==> config.mk <==
export PLATFORM = sky130hd
export DESIGN_NAME = gate_arbiter_flat
export DESIGN_NICKNAME = d
export VERILOG_FILES = /design/src/rtl/gate_arbiter_if.sv /design/src/rtl/gate_arbiter.sv /design/src/flat_wrapper.sv
export SDC_FILE = /design/constraint.sdc
export NUM_CORES = 1
export LEC_CHECK = 0
export ABC_AREA = 1
export CAP_MARGIN = 20
export CORE_MARGIN = 2
export CORE_UTILIZATION = 40
export DETAILED_ROUTE_END_ITERATION = 16
export PLACE_DENSITY = 0.63
export SKIP_LAST_GASP = 1
export SLEW_MARGIN = 20
export SYNTH_ARGS = -nofsm -noshare
export SYNTH_HDL_FRONTEND = slang
export SYNTH_SLANG_ARGS = --single-unit
==> constraint.sdc <==
create_clock -name clk -period 2.1 [get_ports clk]
set_clock_uncertainty 0.15 [all_clocks]
set_input_delay 0.42 -clock clk [delete_from_list [all_inputs] [get_ports clk]]
set_output_delay 0.42 -clock clk [all_outputs]
set_load 0.005 [all_outputs]
==> src/rtl/gate_arbiter_if.sv <==
// Request/grant bundle between the gate sensors, the parking FSM and the shared-gate arbiter.
interface gate_arbiter_if;
    logic       entry_req;
    logic       exit_req;
    logic [1:0] exit_slot;
    logic [3:0] spots;
    logic       full;
    logic       car_present;
    logic       entry_grant;
    logic       exit_grant;
    logic [1:0] grant_slot;
    logic       gate_open;
    logic       reject;
    logic       pend_entry;
    logic       pend_exit;
    logic [1:0] state;

    // Requester / parking-FSM side
    modport master (
        output entry_req, exit_req, exit_slot, spots, full, car_present,
        input  entry_grant, exit_grant, grant_slot, gate_open, reject,
               pend_entry, pend_exit, state
    );

    // Arbiter side
    modport slave (
        input  entry_req, exit_req, exit_slot, spots, full, car_present,
        output entry_grant, exit_grant, grant_slot, gate_open, reject,
               pend_entry, pend_exit, state
    );
endinterface

==> src/rtl/gate_arbiter.sv <==
// Shared barrier-gate sequencer: latches entry/exit requests, arbitrates round-robin,
// refuses entries when full, and enforces open dwell, car-present hold and closed gap.
module gate_arbiter #(
    parameter int unsigned OPEN_CYCLES = 40_000_000,
    parameter int unsigned GAP_CYCLES  = 4_000_000,
    parameter int unsigned CNT_W       = 27
) (
    input  logic           clk,
    input  logic           reset,
    gate_arbiter_if.slave  bus
);

    typedef enum logic [1:0] {
        IDLE  = 2'd0,
        GRANT = 2'd1,
        OPEN  = 2'd2,
        GAP   = 2'd3
    } state_t;

    localparam logic [CNT_W-1:0] OPEN_LAST = CNT_W'(OPEN_CYCLES - 1);
    localparam logic [CNT_W-1:0] GAP_LAST  = CNT_W'(GAP_CYCLES - 1);

    state_t           state_q, state_d;
    logic [CNT_W-1:0] cnt_q, cnt_d;
    logic             pend_entry_q, pend_entry_d;
    logic             pend_exit_q, pend_exit_d;
    logic [1:0]       exit_slot_q, exit_slot_d;
    logic             last_exit_q, last_exit_d;
    logic             entry_grant_q, entry_grant_d;
    logic             exit_grant_q, exit_grant_d;
    logic             reject_q, reject_d;
    logic [1:0]       grant_slot_q, grant_slot_d;
    logic             gate_open_q, gate_open_d;

    logic             clr_entry;
    logic             clr_exit;
    logic             pick_exit;
    logic             exit_ok;

    // State register
    always_ff @(posedge clk or negedge reset) begin
        if (!reset) begin
            state_q <= IDLE;
        end else begin
            state_q <= state_d;
        end
    end

    // Next state, arbitration, dwell counting and request latching
    always_comb begin
        state_d       = state_q;
        cnt_d         = cnt_q;
        last_exit_d   = last_exit_q;
        grant_slot_d  = grant_slot_q;
        entry_grant_d = 1'b0;
        exit_grant_d  = 1'b0;
        reject_d      = 1'b0;
        clr_entry     = 1'b0;
        clr_exit      = 1'b0;
        pick_exit     = 1'b0;
        pend_entry_d  = pend_entry_q;
        pend_exit_d   = pend_exit_q;
        exit_slot_d   = exit_slot_q;
        exit_ok       = bus.exit_req && bus.spots[bus.exit_slot];

        case (state_q)
            IDLE: begin
                if (pend_entry_q || pend_exit_q) begin
                    // On a tie serve the type opposite to the one served last
                    pick_exit = pend_exit_q && (!pend_entry_q || !last_exit_q);
                    if (pick_exit) begin
                        state_d      = GRANT;
                        exit_grant_d = 1'b1;
                        grant_slot_d = exit_slot_q;
                        last_exit_d  = 1'b1;
                        clr_exit     = 1'b1;
                    end else if (bus.full) begin
                        reject_d  = 1'b1;
                        clr_entry = 1'b1;
                    end else begin
                        state_d       = GRANT;
                        entry_grant_d = 1'b1;
                        grant_slot_d  = 2'd0;
                        last_exit_d   = 1'b0;
                        clr_entry     = 1'b1;
                    end
                end
            end
            GRANT: begin
                state_d = OPEN;
                cnt_d   = '0;
            end
            OPEN: begin
                // A car under the barrier holds the gate open; the counter saturates meanwhile
                if (cnt_q >= OPEN_LAST && !bus.car_present) begin
                    state_d = GAP;
                    cnt_d   = '0;
                end else if (cnt_q < OPEN_LAST) begin
                    cnt_d = cnt_q + CNT_W'(1);
                end
            end
            GAP: begin
                if (cnt_q >= GAP_LAST) begin
                    state_d = IDLE;
                    cnt_d   = '0;
                end else begin
                    cnt_d = cnt_q + CNT_W'(1);
                end
            end
            default: begin
                state_d = IDLE;
                cnt_d   = '0;
            end
        endcase

        // A new request at the same edge as its clear wins and stays queued
        pend_entry_d = bus.entry_req | (pend_entry_q & ~clr_entry);

        if (exit_ok && (!pend_exit_q || clr_exit)) begin
            pend_exit_d = 1'b1;
            exit_slot_d = bus.exit_slot;
        end else if (clr_exit) begin
            pend_exit_d = 1'b0;
        end

        gate_open_d = (state_d == OPEN);
    end

    // Registered datapath and outputs
    always_ff @(posedge clk or negedge reset) begin
        if (!reset) begin
            cnt_q         <= '0;
            pend_entry_q  <= 1'b0;
            pend_exit_q   <= 1'b0;
            exit_slot_q   <= 2'd0;
            last_exit_q   <= 1'b0;
            entry_grant_q <= 1'b0;
            exit_grant_q  <= 1'b0;
            reject_q      <= 1'b0;
            grant_slot_q  <= 2'd0;
            gate_open_q   <= 1'b0;
        end else begin
            cnt_q         <= cnt_d;
            pend_entry_q  <= pend_entry_d;
            pend_exit_q   <= pend_exit_d;
            exit_slot_q   <= exit_slot_d;
            last_exit_q   <= last_exit_d;
            entry_grant_q <= entry_grant_d;
            exit_grant_q  <= exit_grant_d;
            reject_q      <= reject_d;
            grant_slot_q  <= grant_slot_d;
            gate_open_q   <= gate_open_d;
        end
    end

    assign bus.entry_grant = entry_grant_q;
    assign bus.exit_grant  = exit_grant_q;
    assign bus.reject      = reject_q;
    assign bus.grant_slot  = grant_slot_q;
    assign bus.gate_open   = gate_open_q;
    assign bus.pend_entry  = pend_entry_q;
    assign bus.pend_exit   = pend_exit_q;
    assign bus.state       = state_q;

endmodule

==> src/flat_wrapper.sv <==
// flat-port wrapper written by rule: the top's interface ports become plain ports
module gate_arbiter_flat 
#(
    parameter int unsigned OPEN_CYCLES = 40_000_000,
    parameter int unsigned GAP_CYCLES  = 4_000_000,
    parameter int unsigned CNT_W       = 27
)
  (clk, reset, bus_entry_req, bus_exit_req, bus_exit_slot, bus_spots, bus_full, bus_car_present, bus_entry_grant, bus_exit_grant, bus_grant_slot, bus_gate_open, bus_reject, bus_pend_entry, bus_pend_exit, bus_state);
  gate_arbiter_if bus_i ();
  input  logic clk;
  input  logic reset;
  input wire logic [$bits(bus_i.entry_req)-1:0] bus_entry_req;
  input wire logic [$bits(bus_i.exit_req)-1:0] bus_exit_req;
  input wire logic [$bits(bus_i.exit_slot)-1:0] bus_exit_slot;
  input wire logic [$bits(bus_i.spots)-1:0] bus_spots;
  input wire logic [$bits(bus_i.full)-1:0] bus_full;
  input wire logic [$bits(bus_i.car_present)-1:0] bus_car_present;
  output wire logic [$bits(bus_i.entry_grant)-1:0] bus_entry_grant;
  output wire logic [$bits(bus_i.exit_grant)-1:0] bus_exit_grant;
  output wire logic [$bits(bus_i.grant_slot)-1:0] bus_grant_slot;
  output wire logic [$bits(bus_i.gate_open)-1:0] bus_gate_open;
  output wire logic [$bits(bus_i.reject)-1:0] bus_reject;
  output wire logic [$bits(bus_i.pend_entry)-1:0] bus_pend_entry;
  output wire logic [$bits(bus_i.pend_exit)-1:0] bus_pend_exit;
  output wire logic [$bits(bus_i.state)-1:0] bus_state;
  assign bus_i.entry_req = bus_entry_req;
  assign bus_i.exit_req = bus_exit_req;
  assign bus_i.exit_slot = bus_exit_slot;
  assign bus_i.spots = bus_spots;
  assign bus_i.full = bus_full;
  assign bus_i.car_present = bus_car_present;
  assign bus_entry_grant = bus_i.entry_grant;
  assign bus_exit_grant = bus_i.exit_grant;
  assign bus_grant_slot = bus_i.grant_slot;
  assign bus_gate_open = bus_i.gate_open;
  assign bus_reject = bus_i.reject;
  assign bus_pend_entry = bus_i.pend_entry;
  assign bus_pend_exit = bus_i.pend_exit;
  assign bus_state = bus_i.state;
  gate_arbiter #(.OPEN_CYCLES(OPEN_CYCLES), .GAP_CYCLES(GAP_CYCLES), .CNT_W(CNT_W)) u_core (.clk(clk), .reset(reset), .bus(bus_i));
endmodule
==> flow_summary.json, run 1 <==
{
  "status": "complete, no violations",
  "ys_seq_area_frac": 0.3635,
  "start_kind": "register",
  "antenna_left": 0,
  "vias_per_cell": 4.893,
  "synth.cell_area_um2": 2754,
  "p_clk_frac": 0.450,
  "numClockSinks": 40,
  "slew_headroom": 0.6570,
  "fp.dieArea_um2": 7565,
  "tightest_slew_ps": 514.5,
  "r2r_setup_slack_ps": 160,
  "cp.arrival_ps": 1990,
  "wl_per_cell_um": 12.37,
  "drive_gt1_frac": 0.1380,
  "gr-usage-all-layers": 0.1866,
  "p_sw_frac": 0.2261,
  "design_area_um2": 3261,
  "drv_cap": 0,
  "syn2layout_area_growth_pct": 18.40,
  "dr_total_vias": 2554,
  "place.gp.congestion": 0.8565,
  "syn_inst": 404,
  "numCtsBuffers": 5,
  "start_util": 0.4099,
  "grt_pass1_vias": 2409,
  "placed_area_um2": 3107,
  "switchingPower_w": 0.0003367,
  "period_share": 0.9254,
  "clk_pin_slew_ps": 100,
  "die_x_um": 86.98,
  "p_leak_nw": 1.693,
  "firstDrtPassIters": 4,
  "seqPwrFrac": 0.519,
  "cts_tree": "yes",
  "route.detailed.drc": 0,
  "ir_worst_vdd_uv": 182.3,
  "ctsHoldBuffers": 0,
  "cts_buffer_depth": 2,
  "worst-setup-path-type": "reg2reg",
  "nets": 454,
  "yosysWarningCount": 0,
  "crit_top_cell": "nand2_2",
  "syn_nets": 417,
  "crit_fanout": 23,
  "end_kind": "register",
  "synth_area_per_cell_um2": 6.817,
  "period_minus_slack_ps": 1943,
  "insertedDiodeCount": 0,
  "synth_cell_types": 28,
  "io_pins": 22,
  "grt-ovfl-total": 0,
  "tns_ps": 0,
  "cts_root_buffer": "clkbuf_8",
  "ys_ff_latch": 40,
  "p_per_area_nw_per_um2": 456.7,
  "setup_viol": 0,
  "cts-htree-levels": 2,
  "core_area_um2": 6719,
  "fp.dieH_um": 86.98,
  "routed_wl_um": 6456,
  "fmax_ghz": 0.5146,
  "port_buffers": 21,
  "hold_class": "in2async",
  "required_ps": 2140,
  "finalHoldViolCount": 0,
  "drtIter0Drc": 169,
  "crit_path_top_delay_cell": "dfrtp_1",
  "critPathMaxStageDelay_ps": 400,
  "clk_latency_ps": 310,
  "grt_max_degree": 41,
  "total_power_w": 0.001489,
  "p_comb_frac": 0.031,
  "num_rows": 30,
  "dpl.hpwl_um": 4798,
  "grt_pass1_wl_um": 11150,
  "slew_viol_final": 0,
  "cp_cell_sequence": "ha_2 -> nand2_2 -> nor2_4 -> nand2_2 -> nor2_2 -> nand2_1 -> nand3_2 -> nand2_2 -> nand2_1 -> nand2_2 -> buf_12 -> nand3_1 -> nand2_1",
  "p_int_w": 0.001152,
  "antenna_found_initial": 0
}
==> per-layer routing <==
metal  global-route usage  wire (µm)  up-vias
li1                     -          -     1320
met1               0.2484       2979     1179
met2               0.3130       3125       48
met3              0.03128        279        7
met4              0.04972         71        0
met5                    0          0        -
==> sequential cells by signal, indices dropped and copies added, names as in the netlist <==
register and count:
u_core.bus.entry_grant 1, u_core.bus.gate_open 1, u_core.bus.pend_exit 1, u_core.exit_slot_q 2, u_core.last_exit_q 1, u_core.bus.reject 1, u_core.cnt_q 27, u_core.bus.state 2
u_core.bus.exit_grant 1, u_core.bus.pend_entry 1, u_core.bus.grant_slot 2
==> kinds of logic (layout without fill, tap and decap cells) <==
group	Yosys count	in the layout	share of synthesized area
DFF	40	40	0.3635
and+or+nand+nor	261	261	0.4253
buffers and inverters	65	103	0.1118
adders and majority gates	1	1	0.004543
AOI/OAI and AO/OA	18	18	0.03453
xor gates and xnor gates	19	19	0.06043
==> cell usage in the layout (no fill, tap or decap), types with 2 or more instances in the layout <==
| master | n |
|---|---|
| a21oi_1 | 5 |
| buf_12 | 2 |
| buf_4 | 16 |
| clkbuf_8 | 5 |
| clkdlybuf4s50_1 | 20 |
| clkinv_4 | 2 |
| dfrtp_1 | 38 |
| dfrtp_2 | 2 |
| inv_1 | 52 |
| inv_2 | 3 |
| nand2_1 | 133 |
| nand2_2 | 9 |
| nand3_1 | 31 |
| nand3_2 | 9 |
| nand3b_1 | 4 |
| nand4_1 | 4 |
| nor2_1 | 52 |
| nor2_2 | 4 |
| nor2_4 | 2 |
| nor3_1 | 10 |
| o21ai_0 | 11 |
| xor2_1 | 18 |
==> cells in the mapped netlist, drive strengths merged <==
cell type | number | area [µm²]
nand2 | 143 | 564.3
nor2 | 58 | 235.2
inv | 56 | 210.2
dfrtp | 40 | 1001
nand3 | 40 | 240.2
xor2 | 18 | 157.7
o21ai | 11 | 55.05
nor3 | 10 | 50.05
buf | 9 | 97.59
a21oi | 5 | 25.02
nand3b | 5 | 50.05
nand4 | 4 | 25.02
a31oi | 1 | 6.260
ha | 1 | 12.51
o32ai | 1 | 8.760
or2 | 1 | 6.260
xnor2 | 1 | 8.760
==> critical path, delay by kind of cell (launching register included) <==
kind / cells / cell delay, ps
buffers and inverters: 1 / 160
AND/OR/NAND/NOR: 11 / 890
flip-flops: 1 / 400
adder cells (fa/ha/maj): 1 / 220
==> worst paths after layout <==
check | start | endpoint | depth (start not counted)
max | u_core.cnt_q[0] | u_core.cnt_q[16] | 13
min | reset | u_core.cnt_q[25] | 2
max reg2reg | u_core.cnt_q[0] | u_core.cnt_q[16] | 13
min reg2reg | u_core.last_exit_q | u_core.last_exit_q | 2
max in group asynchronous | reset | u_core.cnt_q[16] | 2
min in group clk | u_core.last_exit_q | u_core.last_exit_q | 2
==> power groups by stage <==
| stage | registers, W | logic, W | clock network (W) |
|---|---|---|---|
| 5_1_grt | 0.000774 | 0.0000533 | 0.000704 |
| 3_5_place_dp | 0.000789 | 0.0000484 | 0 |
| 3_3_place_gp | 0.000788 | 0.0000477 | 0 |
| 4_1_cts | 0.000773 | 0.0000484 | 0.000676 |
| 2_1_floorplan | 0.000788 | 0.00000824 | 0 |
| 6_report | 0.000773 | 0.0000464 | 0.000670 |
==> repair_timing <==
| action | 4_1_cts | 5_1_grt |
|---|---|---|
| hold endpoints to repair | 0 | 0 |
| resized for setup | 0 | 10 |
| buffers inserted | 0 | 2 |
| setup endpoints to repair | 0 | 23 |
==> layout make-up <==
class	count	area, µm²
Multi-Input combinational cell	299	1463
Clock inverter	3	47.55
Fill cell	673	3458
Clock buffer	5	68.82
Inverter	56	212.7
Timing Repair Buffer	39	365.4
Sequential cell	40	1003
Tap cell	80	100.1
==> metrics by stage <==
step | setup WS [ps] | utilization | instances | hold slack [ps]
after detailed placement | 85.25 | 0.4624 | 512 | 312.9
after floorplan | 286.4 | - | 404 | -25.59
after global placement | 108.0 | 0.4624 | 512 | 312.7
final | 156.7 | 0.4853 | 522 | 13.71
after CTS | 111.2 | 0.4797 | 520 | 39.24
after global routing | -14.62 | 0.4853 | 522 | 59.39
No activity file was read; power rests on OpenSTA's default activity.
==> run 2, diff against run 1 <==
--- a/config.mk
+++ b/config.mk
@@ -12,7 +12,6 @@
 export DETAILED_ROUTE_END_ITERATION = 16
 export PLACE_DENSITY = 0.63
 export SKIP_LAST_GASP = 1
-export SLEW_MARGIN = 20
 export SYNTH_ARGS = -nofsm -noshare
 export SYNTH_HDL_FRONTEND = slang
 export SYNTH_SLANG_ARGS = --single-unit
==> results of run 2 <==
No change in the layout: final DEF, timing and power equal those of run 1.
